File: config.mk
export PLATFORM = sky130hd
export DESIGN_NAME = bus_master_ctrl
export DESIGN_NICKNAME = d
export VERILOG_FILES = /design/src/rtl/bus_pkg.sv /design/src/rtl/bus_timeout_counter.sv /design/src/rtl/bus_master_ctrl.sv
export SDC_FILE = /design/constraint.sdc
export NUM_CORES = 1
export LEC_CHECK = 0
export BUFFER_PORTS_ARGS = -buffer_cell sky130_fd_sc_hd__clkbuf_2
export CAP_MARGIN = 15
export CORE_MARGIN = 3
export CORE_UTILIZATION = 41
export CTS_BUF_LIST = sky130_fd_sc_hd__clkbuf_16
export DETAILED_ROUTE_END_ITERATION = 16
export HOLD_SLACK_MARGIN = 0.02
export PLACE_DENSITY = 0.76
export REMOVE_ABC_BUFFERS = 1
export SLEW_MARGIN = 15
export SYNTH_ARGS = -nofsm -noshare
export SYNTH_HDL_FRONTEND = slang
export SYNTH_HIERARCHICAL = 1
export SYNTH_SLANG_ARGS = --single-unit
File: constraint.sdc
create_clock -name clk -period 1.4 [get_ports clk]
set_input_delay 0.42 -clock clk [delete_from_list [all_inputs] [get_ports clk]]
set_output_delay 0.42 -clock clk [all_outputs]
set_load 0.1 [all_outputs]
File: src/rtl/bus_pkg.sv
// Shared definitions for the bus master controller and its arbiter:
// FSM state encoding, default bus widths and arbiter bit indices.
package bus_pkg;

  localparam int DEF_ADDR_W = 14;
  localparam int DEF_DATA_W = 8;

  // Bit positions of UTIL and GRANT in the arbiter's per-master vectors.
  localparam int UTIL_BIT  = 0;
  localparam int GRANT_BIT = 1;

  typedef enum logic [2:0] {
    ST_IDLE  = 3'd0,
    ST_REQ   = 3'd1,
    ST_ADDR  = 3'd2,
    ST_WAIT  = 3'd3,
    ST_SPLIT = 3'd4,
    ST_DONE  = 3'd5
  } state_t;

  function automatic int cnt_width(input int cyc);
    return $clog2(cyc) + 1;
  endfunction

endpackage

File: src/rtl/bus_timeout_counter.sv
// WAIT-phase timeout counter: clears on demand, counts while enabled,
// saturates at TIMEOUT_CYC-1 and flags that terminal count.
module bus_timeout_counter
  import bus_pkg::*;
#(
  parameter int TIMEOUT_CYC = 64
) (
  input  logic clk,
  input  logic reset,
  input  logic clear,
  input  logic enable,
  output logic terminal
);

  localparam int CNT_W = cnt_width(TIMEOUT_CYC);
  localparam logic [CNT_W-1:0] LAST = CNT_W'(TIMEOUT_CYC - 1);

  logic [CNT_W-1:0] count;

  // Saturating: the FSM leaves WAIT on terminal count, but never wrap regardless.
  always_ff @(posedge clk) begin
    if (reset || clear) begin
      count <= '0;
    end else if (enable && (count != LAST)) begin
      count <= count + CNT_W'(1);
    end
  end

  assign terminal = enable && (count == LAST);

endmodule

File: src/rtl/bus_master_ctrl.sv
// Single-transaction bus master with request/grant arbitration, split
// support and an optional WAIT timeout (enabled by BUS_MASTER_CTRL_TIMEOUT_EN).
module bus_master_ctrl
  import bus_pkg::*;
#(
  parameter int ADDR_W      = DEF_ADDR_W,
  parameter int DATA_W      = DEF_DATA_W,
  parameter int TIMEOUT_CYC = 64
) (
  input  logic              clk,
  input  logic              reset,
  input  logic              start,
  input  logic              wr_en,
  input  logic [ADDR_W-1:0] addr_in,
  input  logic [DATA_W-1:0] wdata_in,
  output logic              busy,
  output logic              done,
  output logic              error,
  output logic [DATA_W-1:0] rdata_out,
  output logic              bus_req,
  input  logic              bus_grant,
  output logic              bus_util,
  output logic              bus_valid,
  output logic              bus_rw,
  output logic [ADDR_W-1:0] bus_addr,
  output logic [DATA_W-1:0] bus_wdata,
  input  logic [DATA_W-1:0] bus_rdata,
  input  logic              slave_ready,
  input  logic              slave_split,
  output logic [2:0]        dbg_state
);

  // Handshake: start is honoured only in IDLE; slave_ready/slave_split are
  // sampled only in WAIT (ready has priority); bus_grant is sampled only in
  // REQ and SPLIT, so grant changes during ADDR/WAIT have no effect.

  state_t            state, state_next;
  logic              cmd_rw;
  logic [ADDR_W-1:0] cmd_addr;
  logic [DATA_W-1:0] cmd_wdata;
  logic [DATA_W-1:0] rdata_q;
  logic              timeout;
  logic              in_wait;

  assign in_wait   = (state == ST_WAIT);
  assign dbg_state = state;

  always_ff @(posedge clk) begin
    if (reset) begin
      state <= ST_IDLE;
    end else begin
      state <= state_next;
    end
  end

  always_comb begin
    state_next = state;
    case (state)
      ST_IDLE:  if (start) state_next = ST_REQ;
      ST_REQ:   if (bus_grant) state_next = ST_ADDR;
      ST_ADDR:  state_next = ST_WAIT;
      ST_WAIT: begin
        if (slave_ready) begin
          state_next = ST_DONE;
        end else if (slave_split) begin
          state_next = ST_SPLIT;
        end else if (timeout) begin
          state_next = ST_IDLE;
        end
      end
      ST_SPLIT: if (bus_grant) state_next = ST_WAIT;
      ST_DONE:  state_next = ST_IDLE;
      default:  state_next = ST_IDLE;
    endcase
  end

  always_comb begin
    busy      = 1'b0;
    done      = 1'b0;
    bus_req   = 1'b0;
    bus_util  = 1'b0;
    bus_valid = 1'b0;
    case (state)
      ST_IDLE:  ;
      ST_REQ: begin
        busy    = 1'b1;
        bus_req = 1'b1;
      end
      ST_ADDR: begin
        busy      = 1'b1;
        bus_req   = 1'b1;
        bus_util  = 1'b1;
        bus_valid = 1'b1;
      end
      ST_WAIT: begin
        busy     = 1'b1;
        bus_req  = 1'b1;
        bus_util = 1'b1;
      end
      ST_SPLIT: busy = 1'b1;
      ST_DONE: begin
        busy = 1'b1;
        done = 1'b1;
      end
      default: ;
    endcase
    bus_rw    = bus_util ? cmd_rw    : 1'b0;
    bus_addr  = bus_util ? cmd_addr  : '0;
    bus_wdata = bus_util ? cmd_wdata : '0;
  end

  // Command is captured once per transaction; later starts cannot disturb it.
  always_ff @(posedge clk) begin
    if (reset) begin
      cmd_rw    <= 1'b0;
      cmd_addr  <= '0;
      cmd_wdata <= '0;
      rdata_q   <= '0;
    end else begin
      if ((state == ST_IDLE) && start) begin
        cmd_rw    <= wr_en;
        cmd_addr  <= addr_in;
        cmd_wdata <= wdata_in;
      end
      if (in_wait && slave_ready && !cmd_rw) begin
        rdata_q <= bus_rdata;
      end
    end
  end

  assign rdata_out = rdata_q;

`ifdef BUS_MASTER_CTRL_TIMEOUT_EN
  logic error_q;
  logic cnt_clear;

  assign cnt_clear = !in_wait;

  bus_timeout_counter #(
    .TIMEOUT_CYC (TIMEOUT_CYC)
  ) u_timeout (
    .clk      (clk),
    .reset    (reset),
    .clear    (cnt_clear),
    .enable   (in_wait),
    .terminal (timeout)
  );

  // Error is registered so its pulse lines up with the released bus in IDLE.
  always_ff @(posedge clk) begin
    if (reset) begin
      error_q <= 1'b0;
    end else begin
      error_q <= in_wait && !slave_ready && !slave_split && timeout;
    end
  end

  assign error = error_q;
`else
  localparam int unused_timeout_cyc = TIMEOUT_CYC;
  assign timeout = 1'b0;
  assign error   = 1'b0;
`endif

endmodule

==> results.yml, run 1 <==
global_routing:
  antenna_found_initial: 0
  grt_start_max_net_pins: 22
clock_tree:
  numCtsBuffers: 5
  cts.sinks: 34
  htreeDepth: 2
  clk_path_buf_depth: 2
  clock-root-buffer: "clkbuf_16"
  hold_buffers: 0
status:
  stop_stage: "global routing"
  stop_error: "[ERROR DPL-0033] detailed placement checks failed during check placement."
  status: "aborted with a tool error"
logic_synthesis:
  synth.distinct_cells: 25
  synth.avg_cell_area_um2: 8.049
  synth_area_um2: 1561
  synthCells: 194
  yosys_warnings: 6
  synth_seq_area_share: 0.4359
  ys_ff_latch: 34
floorplan:
  die_width_um: 67.72
  die_h_um: 67.72
  io_pins: 77
  initial_utilization: 0.4468
  num_rows: 21
placed_design:
  io_buffers: 75
  dp_hpwl_um: 3362
  gp_congestion: 0.8312
sta:
  worst-ep-kind: "top-level output"
  grt-worst-endpoint: "bus_addr[9]"
==> synthesized netlist by cell type <==
cell type,n,share of area
nand2_1,49,0.12
dfxtp_1,34,0.44
a21oi_1,27,0.087
and2_1,23,0.092
nand2b_1,16,0.064
mux2i_1,8,0.051
clkbuf_1,7,0.017
buf_2,5,0.016
nor2_1,4,0.0096
nor2b_1,3,0.012
buf_4,2,0.0096
buf_6,2,0.014
or3_1,2,0.0080
a22oi_1,1,0.0048
and2b_1,1,0.0048
conb_1,1,0.0024
nand3b_1,1,0.0048
nor3_1,1,0.0032
nor3b_1,1,0.0048
nor4_1,1,0.0040
nor4b_1,1,0.0056
nor4b_4,1,0.015
o32ai_1,1,0.0056
or2_2,1,0.0040
or4b_1,1,0.0064
==> through the flow <==
step	worst slack, ns	area [um^2]	cells
after floorplan	-2.684	1473	178
after global placement	-0.1102	2638	316
after detailed placement	-0.1352	2638	316
after CTS	-0.3752	3386	343
==> kinds of logic after synthesis <==
| kind of cell | share of synthesized area |
|---|---|
| AO/OA/AOI/OAI | 0.09696 |
| multiplexers | 0.05128 |
| other | 0.002402 |
| AND/OR/NAND/NOR | 0.3566 |
| buffers and inverters | 0.05689 |
| flip-flops | 0.4359 |
==> what timing repair did <==
action | 4_1_cts
gates cloned | 3
pin swaps | 41
resized for setup | 113
endpoints found under the setup margin | 61
setup buffers | 17
==> run 2, diff against run 1 <==
--- a/config.mk
+++ b/config.mk
@@ -8,11 +8,9 @@
 export BUFFER_PORTS_ARGS = -buffer_cell sky130_fd_sc_hd__clkbuf_2
 export CAP_MARGIN = 15
 export CORE_MARGIN = 3
-export CORE_UTILIZATION = 41
-export CTS_BUF_LIST = sky130_fd_sc_hd__clkbuf_16
+export CORE_UTILIZATION = 34
 export DETAILED_ROUTE_END_ITERATION = 16
-export HOLD_SLACK_MARGIN = 0.02
-export PLACE_DENSITY = 0.76
+export PLACE_DENSITY_LB_ADDON = 0.15
 export REMOVE_ABC_BUFFERS = 1
 export SLEW_MARGIN = 15
 export SYNTH_ARGS = -nofsm -noshare
==> constraint.sdc (replaced) <==
create_clock -name clk -period 1.8 [get_ports clk]
set_input_delay 0.54 -clock clk [delete_from_list [all_inputs] [get_ports clk]]
set_output_delay 0.54 -clock clk [all_outputs]
set_load 0.1 [all_outputs]
==> run 2 against run 1 <==
The flow now finishes, with violations (setup timing); synthesized area unchanged; synthesized cell count unchanged.
==> results.yml, run 2 <==
floorplan:
  die_width_um: 73.77
  die_h_um: 73.77
  core-area_um2: 4384
  dieArea_um2: 5442
  initial_utilization: 0.3562
  num_rows: 24
  io_pins: 77
run:
  max-cap-violations: 0
sta:
  slew_headroom: 0.6370
  hold_violations: 0
  period_share: 1.037
  skew_ns: 0.002163
  setup_violations: 25
  fmax_ghz: 0.5359
  layout_min_cycle_time_ns: 1.866
  rsz0062_at_grt: "yes"
  drv_slew: 0
  post-route-worst-setup-slack_ns: -0.06587
  tightestPinTransition_ns: 0.5469
worst_setup_path:
  worstPathArrival_ns: 1.33
  rr_worst_depth: 6
  required_ns: 1.26
  path_class: "reg -> out"
  critical_path.max_fanout: 8
  endpoint_kind: "output port"
  setup.worst_path.start_class: "flip-flop"
power:
  p_per_area_nw_per_um2: 820.7
  power.total_w: 0.002214
  peakVddDrop_mv: 0.5455
  p_leak_nw: 1.150
logic_synthesis:
  synthMuxAreaShare: 0.05128
  synth_top_family_by_area: "simple AND/OR/NAND/NOR gates"
  synth-xor-area-share: 0
  async_reset_ff_frac: 0
  synth-edff-count: 0
  yosys_warnings: 6
  yosysMostFrequentCell: "nand2_1"
  synthCells: 194
  synth_ff_type: "dfxtp_1"
  yosys.area.top_type: "dfxtp_1"
  ys_ff_latch: 34
  yosys.area.top_type_share: 0.4359
  yosys.area_share.simple: 0.3566
  synth_commonest_cells: "49 x nand2_1, 34 x dfxtp_1, 27 x a21oi_1"
  synth.distinct_cells: 25
  synth.avg_cell_area_um2: 8.049
  ys_top_cells_by_area: "dfxtp_1 44%, nand2_1 12%, and2_1 9.2%, a21oi_1 8.7%, nand2b_1 6.4%"
  synth_area_um2: 1561
  synth_adder_area_share: 0
  synth_compound_area_frac: 0.09696
  synth_seq_area_share: 0.4359
clock_tree:
  clock-root-buffer: "clkbuf_8"
  cts.sinks: 34
  htreeDepth: 2
  tritoncts: "yes"
  clkTransAtPathRegs_ns: 0.06
  numCtsBuffers: 5
  clk_path_buf_depth: 2
  clk_latency_ns: 0.27
placed_design:
  place_area_um2: 2467
  dp_hpwl_um: 2718
  gp_congestion: 0.7035
  placed_cells: 316
  io_buffers: 75
cells_and_area:
  regMostFlops: "cmd_addr"
  largest_reg_flops: 14
  final_cell_mix: "49 x nand2_1, 44 x clkbuf_2, 33 x dfxtp_1"
  drive_gt1_frac: 0.4657
  design_area_um2: 2698
  final_nets: 313
  layout.cells.non_filler: 329
  area_delta_synth_final_pct: 72.76
  n_antenna_cell: 0
  layout_commonest_cell: "nand2_1"
route:
  ant_nets: 0
  vias_per_cell: 4.541
  drt_wl_total_um: 3785
  drt-pass1-iter-count: 4
  wl_per_cell_um: 11.50
  drt_iter0_drc: 74
  drc: 0
  via_count: 1494
hold_path:
  hold_path.class: "reg -> reg"
  min_path_cells: 2
status:
  status: "finished, violations left"
  failed_checks: "setup timing"
global_routing:
  grt_pass1_wl_um: 6182
  grtUsageTotal: 0.1448
  grt.overflow.total: 0
  grt_start_max_net_pins: 23
  grt_pass1_vias: 1368
  antenna_found_initial: 0
==> run 2: cell counts after synthesis <==
No cell type changed its count.
==> run 2: repair_timing <==
item	CTS	global route
gates cloned	1	0
pin swaps	6	4
hold buffers	0	0
setup buffers	2	2
setup endpoints to repair	26	28
gates resized for setup	31	3
==> run 2: cell families (layout without fill, tap and decap cells) <==
logic type / count (synthesis) / in the layout
and+or+nand+nor: 106 / 106
DFF: 34 / 34
AOI/OAI and AO/OA: 29 / 29
buffers and inverters: 16 / 99
muxes: 8 / 8
other: 1 / 1
==> run 2: path summary, 6_finish.rpt <==
path                             start                   endpoint  slack (ns)
min           cmd_addr[3]$_SDFFE_PP0P_   cmd_addr[3]$_SDFFE_PP0P_        0.45
max reg2reg  dbg_state[1]$_SDFFE_PP0P_  cmd_wdata[4]$_SDFFE_PP0P_        0.24
min reg2reg   cmd_addr[3]$_SDFFE_PP0P_   cmd_addr[3]$_SDFFE_PP0P_        0.45
max          dbg_state[2]$_SDFFE_PP0P_                     bus_rw       -0.07
==> run 2: stage by stage <==
stage            util  worst slack [ns]  hold slack, ns  setup TNS (ns)
4_1_cts        0.6102          -0.07686          0.4555          -1.658
6_report       0.6153          -0.06587          0.4541          -1.421
2_1_floorplan       -            -2.404          0.4257          -65.47
3_5_place_dp   0.5628            0.1572          0.4418               0
3_3_place_gp   0.5628            0.1732          0.4376               0
5_1_grt        0.6153           -0.1196          0.4716          -2.792
==> run 2: layout make-up <==
cell class | count | area, um^2
multi-input combinational | 144 | 868.3
tap | 52 | 65.06
clock buffer | 7 | 76.32
fill | 382 | 1687
clock inverter | 1 | 30.03
sequential | 34 | 681.9
timing repair buffer | 91 | 975.9
==> run 2: power breakdown <==
| group | switching (W) | internal, W |
|---|---|---|
| logic | 0.000444 | 0.000276 |
| registers | 0.0000302 | 0.000803 |
| clock network | 0.000247 | 0.000414 |
==> run 2: critical path: stages (launching register included) <==
cell     delay (ns)
dfxtp_1        0.32
and2b_2        0.26
buf_6          0.15
and2_4         0.16
buf_12         0.16
==> run 2: metal layers <==
metal,vias up,part of all wire,global-route usage
met5,-,0,0
met4,0,0.0055,0.03622
met3,4,0.089,0.05609
met2,49,0.48,0.2362
met1,659,0.43,0.1783
li1,782,-,-
(Power assumes the default switching activity.)
==> run 3, diff against run 2 <==
--- a/config.mk
+++ b/config.mk
@@ -17,3 +17,4 @@
 export SYNTH_HDL_FRONTEND = slang
 export SYNTH_HIERARCHICAL = 1
 export SYNTH_SLANG_ARGS = --single-unit
+export TNS_END_PERCENT = 50
==> constraint.sdc (replaced) <==
create_clock -name clk -period 1.93 [get_ports clk]
set_input_delay 0.579 -clock clk [delete_from_list [all_inputs] [get_ports clk]]
set_output_delay 0.579 -clock clk [all_outputs]
set_load 0.1 [all_outputs]
==> run 3 against run 2 <==
The flow now finishes without violations; clock power shrank 21%; via count shrank 0.60%; core utilization shrank 0.51 points; routed wire length grew 2.8%; sequential cell count is the same; first-iteration DRC count grew 1.4%; clock-buffer cell count is the same; sequential power shrank 7.0%; critical path depth is the same; global-route usage grew 0.64 points; register-to-register slack gained 0.12 ns; die area is the same; highest routed layer unchanged.
==> results.yml, run 3 (synthesized netlist as in run 2, its figures left out) <==
clock_tree:
  clk_path_buf_depth: 2
  clock-root-buffer: "clkbuf_8"
  tritoncts: "yes"
  htreeDepth: 2
  cts.sinks: 34
  clk_latency_ns: 0.28
  clkTransAtPathRegs_ns: 0.06
  numCtsBuffers: 5
  hold_buffers: 0
route:
  met1_length_um: 1713
  via_count: 1485
  ant_nets: 0
  vias_per_cell: 4.541
  drt-pass1-iter-count: 6
  routed-wl-met2_um: 1814
  wl_per_cell_um: 11.90
  drt_iter0_drc: 75
  met3_length_um: 313
  drt_wl_total_um: 3891
  top_layer: "met4"
  drc: 0
power:
  p_per_area_nw_per_um2: 735.6
  peakVddDrop_mv: 0.3696
  power.total_w: 0.001968
  p_leak_nw: 1.141
hold_path:
  hold_path.class: "reg -> reg"
global_routing:
  grt.overflow.total: 0
  grt_pass1_vias: 1412
  grt_pass1_wl_um: 6417
  grt_start_max_net_pins: 25
  grtUsageTotal: 0.1512
  antenna_found_initial: 0
cells_and_area:
  largest_reg_flops: 14
  utilization: 0.6102
  n_antenna_cell: 0
  final_cell_mix: "49 x nand2_1, 44 x clkbuf_2, 34 x dfxtp_1"
  final_nets: 311
  layout_commonest_cell: "nand2_1"
  area_delta_synth_final_pct: 71.31
  drive_gt1_frac: 0.4545
  regMostFlops: "cmd_addr"
  layout.cells.non_filler: 327
placed_design:
  io_buffers: 75
  placed_cells: 315
  dp_hpwl_um: 2772
  gp_congestion: 0.7046
  place_ws_ns: 0.2003
sta:
  tns_ns: 0
  period_share: 0.9947
  hold_violations: 0
  tightestPinTransition_ns: 0.5430
  skew_ns: 0.007630
  fmax_ghz: 0.5209
  rsz0062_at_grt: "yes"
  setup_violations: 0
  slew_headroom: 0.6395
  layout_min_cycle_time_ns: 1.920
  post-route-worst-setup-slack_ns: 0.01020
  drv_slew: 0
floorplan:
  io_pins: 77
  die_h_um: 73.77
  die_width_um: 73.77
  initial_utilization: 0.3562
  core-area_um2: 4384
  dieArea_um2: 5442
  num_rows: 24
worst_setup_path:
  worstPathArrival_ns: 1.34
  crit_start: "dbg_state[2]$_SDFFE_PP0P_"
  worstPathCellList: "and2b_4 > buf_6 > and2_4 > buf_12"
  rr_worst_depth: 5
  reg2reg_to: "cmd_rw$_SDFFE_PP0P_"
  cpPeakStageDelay_ns: 0.30
  endpoint_kind: "output port"
  setup.worst_path.start_class: "flip-flop"
  worst_path_max_delay_cell: "dfxtp_1"
  reg2reg_slack_ns: 0.36
  cp-endpoint: "bus_addr[5]"
  critical_path.max_fanout: 8
  cp_top_family: "simple AND/OR/NAND/NOR gates"
  required_ns: 1.35
  cp.depth: 4
  timing.rr.start: "dbg_state[0]$_SDFFE_PP0P_"
  cp_num_buf_inv: 2
  path_class: "reg -> out"
status:
  status: "complete, no violations"
run:
  max-cap-violations: 0
-- run 3: cell types whose count changed in the layout (fill, tap and decap cells not counted), sizes merged --
cell	delta
buf	-2
bufinv	-1
clkinv	+1
-- run 3: worst min path at each step --
stage	from	endpoint	cells past startpoint
floorplan	cmd_addr[0]$_SDFFE_PP0P_	cmd_addr[0]$_SDFFE_PP0P_	2
global placement	cmd_wdata[2]$_SDFFE_PP0P_	cmd_wdata[2]$_SDFFE_PP0P_	2
detailed placement	cmd_wdata[4]$_SDFFE_PP0P_	cmd_wdata[4]$_SDFFE_PP0P_	2
CTS	cmd_wdata[4]$_SDFFE_PP0P_	cmd_wdata[4]$_SDFFE_PP0P_	2
global route	cmd_addr[0]$_SDFFE_PP0P_	cmd_addr[0]$_SDFFE_PP0P_	2
finish	cmd_wdata[6]$_SDFFE_PP0P_	cmd_wdata[6]$_SDFFE_PP0P_	2
-- run 3: power by group --
part,switching (W),internal (W)
logic,0.000416,0.000253
registers,0.0000270,0.000749
clock network,0.000235,0.000287
total,0.000678,0.00129
-- run 3: what timing repair did --
| action | CTS | global route |
|---|---|---|
| pin swaps | 14 | 6 |
| setup endpoints to repair | 23 | 24 |
| gates cloned | 2 | 0 |
| gates resized for setup | 27 | 6 |
| setup buffers | 1 | 1 |
-- run 3: tightest hold or removal path, stage by stage, from the launching register on --
cell     delay (ns)
dfxtp_1        0.31
nand2_1        0.05
a21oi_1        0.05
-- run 3: layer usage --
layer	GRT usage	vias up
met2	0.2530	49
met1	0.1824	651
met5	0	-
met3	0.04104	5
met4	0.06036	0
li1	-	780
-- run 3: area by class of cell --
class / instances / area [um^2]
multi-input combinational: 144 / 864.6
fill: 409 / 1709
clock inverter: 1 / 5.005
sequential: 34 / 680.7
timing repair buffer: 89 / 973.4
tap: 52 / 65.06
clock buffer: 7 / 86.33
-- run 3: per-stage QoR --
stage	hold slack, ns	cell area, um^2
2_1_floorplan	0.4257	1473
3_3_place_gp	0.4373	2472
3_5_place_dp	0.4426	2472
4_1_cts	0.4567	2651
5_1_grt	0.4735	2675
6_report	0.4547	2675
==> run 4, diff against run 3 <==
--- a/config.mk
+++ b/config.mk
@@ -8,7 +8,7 @@
 export BUFFER_PORTS_ARGS = -buffer_cell sky130_fd_sc_hd__clkbuf_2
 export CAP_MARGIN = 15
 export CORE_MARGIN = 3
-export CORE_UTILIZATION = 34
+export CORE_UTILIZATION = 40
 export DETAILED_ROUTE_END_ITERATION = 16
 export PLACE_DENSITY_LB_ADDON = 0.15
 export REMOVE_ABC_BUFFERS = 1
==> run 4 against run 3 <==
The flow now finishes with violations (setup timing); power increased by 0.23%; final area is 1.3% lower; critical path depth unchanged; sequential power is essentially flat; hold slack worse by 0.0063 ns; combinational power fell by 2%; core utilization grew 10 points.
==> results.yml, run 4 (synthesized netlist as in run 2, its figures left out) <==
worst_setup_path:
  setup.worst_path.start_class: "flip-flop"
  worst_path_max_delay_cell: "dfxtp_1"
  cpPeakStageDelay_ns: 0.32
  critical_path.max_fanout: 9
  cp_num_buf_inv: 2
  cp_top_family: "simple AND/OR/NAND/NOR gates"
  endpoint_kind: "output port"
  reg2reg_slack_ns: 0.35
  required_ns: 1.35
  worstPathCellList: "and2b_2 > buf_6 > and2_1 > buf_12"
  worstPathArrival_ns: 1.36
  path_class: "reg -> out"
route:
  wl_per_cell_um: 12.58
  top_layer: "met4"
  vias_per_cell: 4.758
  via_count: 1532
  met3_length_um: 310
  drc: 0
  ant_nets: 0
  drt-pass1-iter-count: 4
  drt_wl_total_um: 4051
  routed-wl-met2_um: 2051
  met1_length_um: 1632
  drt_iter0_drc: 91
hold_path:
  hold_path.class: "reg -> reg"
cells_and_area:
  area_delta_synth_final_pct: 69.15
  drive_gt1_frac: 0.4416
  largest_reg_flops: 14
  final_nets: 310
  regMostFlops: "cmd_addr"
  layout_commonest_cell: "nand2_1"
  final_cell_mix: "49 x nand2_1, 44 x clkbuf_2, 33 x dfxtp_1"
  n_antenna_cell: 0
sta:
  tns_ns: -0.02428
  period_share: 1.003
  hold-worst-slack_ns: 0.4484
  setup_violations: 5
  drv_slew: 0
  fmax_ghz: 0.5164
  hold_violations: 0
  slew_headroom: 0.6392
  rsz0062_at_grt: "yes"
  tightestPinTransition_ns: 0.5435
  skew_ns: 0.004189
  layout_min_cycle_time_ns: 1.936
  post-route-worst-setup-slack_ns: -0.006448
global_routing:
  grt_pass1_wl_um: 6451
  grt_pass1_vias: 1471
  grtUsageTotal: 0.1869
  antenna_found_initial: 0
  grt_start_max_net_pins: 27
  grt.overflow.total: 0
clock_tree:
  hold_buffers: 0
  clkTransAtPathRegs_ns: 0.07
  clk_latency_ns: 0.29
  clock-root-buffer: "clkbuf_8"
  cts.sinks: 34
  clk_path_buf_depth: 2
  htreeDepth: 2
  tritoncts: "yes"
  numCtsBuffers: 5
placed_design:
  place_ws_ns: 0.2737
  dp_hpwl_um: 2971
  io_buffers: 75
  gp_congestion: 0.7285
floorplan:
  num_rows: 22
  io_pins: 77
  die_h_um: 68.48
  die_width_um: 68.48
  initial_utilization: 0.4202
  core-area_um2: 3716
  dieArea_um2: 4690
status:
  status: "finished, violations left"
  failed_checks: "setup timing"
power:
  p_seq_frac: 0.394
  p_per_area_nw_per_um2: 746.6
  power_switching_w: 0.0006920
  peakVddDrop_mv: 0.5913
  internal_power_w: 0.001280
  p_leak_nw: 1.124
  clkPwrFrac: 0.273
  combPwrFrac: 0.333
  switching_share: 0.3509
run:
  max-cap-violations: 0
run 4: stage by stage:
step / util / cells / power (W) / cell area [um^2]
after floorplan: - / 178 / 0.001161 / 1473
after global placement: 0.6626 / 312 / 0.001413 / 2462
after detailed placement: 0.6626 / 312 / 0.001418 / 2462
after CTS: 0.6936 / 320 / 0.001969 / 2577
after global routing: 0.7108 / 322 / 0.002071 / 2641
final: 0.7108 / 322 / 0.001972 / 2641
run 4: final timing paths:
kind	from	endpoint	depth (start not counted)
max	dbg_state[2]$_SDFFE_PP0P_	bus_addr[12]	4
min	cmd_addr[9]$_SDFFE_PP0P_	cmd_addr[9]$_SDFFE_PP0P_	2
max reg2reg	dbg_state[0]$_SDFFE_PP0P_	cmd_addr[4]$_SDFFE_PP0P_	5
min reg2reg	cmd_addr[9]$_SDFFE_PP0P_	cmd_addr[9]$_SDFFE_PP0P_	2
run 4: power groups by stage:
stage	Clock (W)	Combinational, W	Sequential, W
3_5_place_dp	0	0.000629	0.000789
4_1_cts	0.000555	0.000639	0.000775
3_3_place_gp	0	0.000625	0.000788
6_report	0.000539	0.000656	0.000778
5_1_grt	0.000584	0.000702	0.000785
2_1_floorplan	0	0.000311	0.000850
run 4: timing repair:
item                       CTS  global route
pin swaps                    0             2
setup buffers                0             1
gates cloned                 0             1
setup endpoints to repair   20            27
resized for setup            8            21
run 4: area by class of cell:
cell class	instances	area [um^2]
multi-input combinational	144	858.3
fill	309	1075
clock inverter	1	5.005
timing repair buffer	88	949.7
clock buffer	7	86.33
sequential	34	681.9
tap	48	60.06
run 4: worst register-to-register path, delay by kind of cell (launching register included):
kind / cells / cell delay, ns
DFF: 1 / 0.38
AOI/OAI and AO/OA: 1 / 0.07
buffers and inverters: 2 / 0.41
and+or+nand+nor: 2 / 0.62
run 4: metal layers:
layer,track usage,up-vias
met3,0.07553,6
li1,-,783
met5,0,-
met2,0.3135,47
met1,0.2118,696
met4,0.06700,0
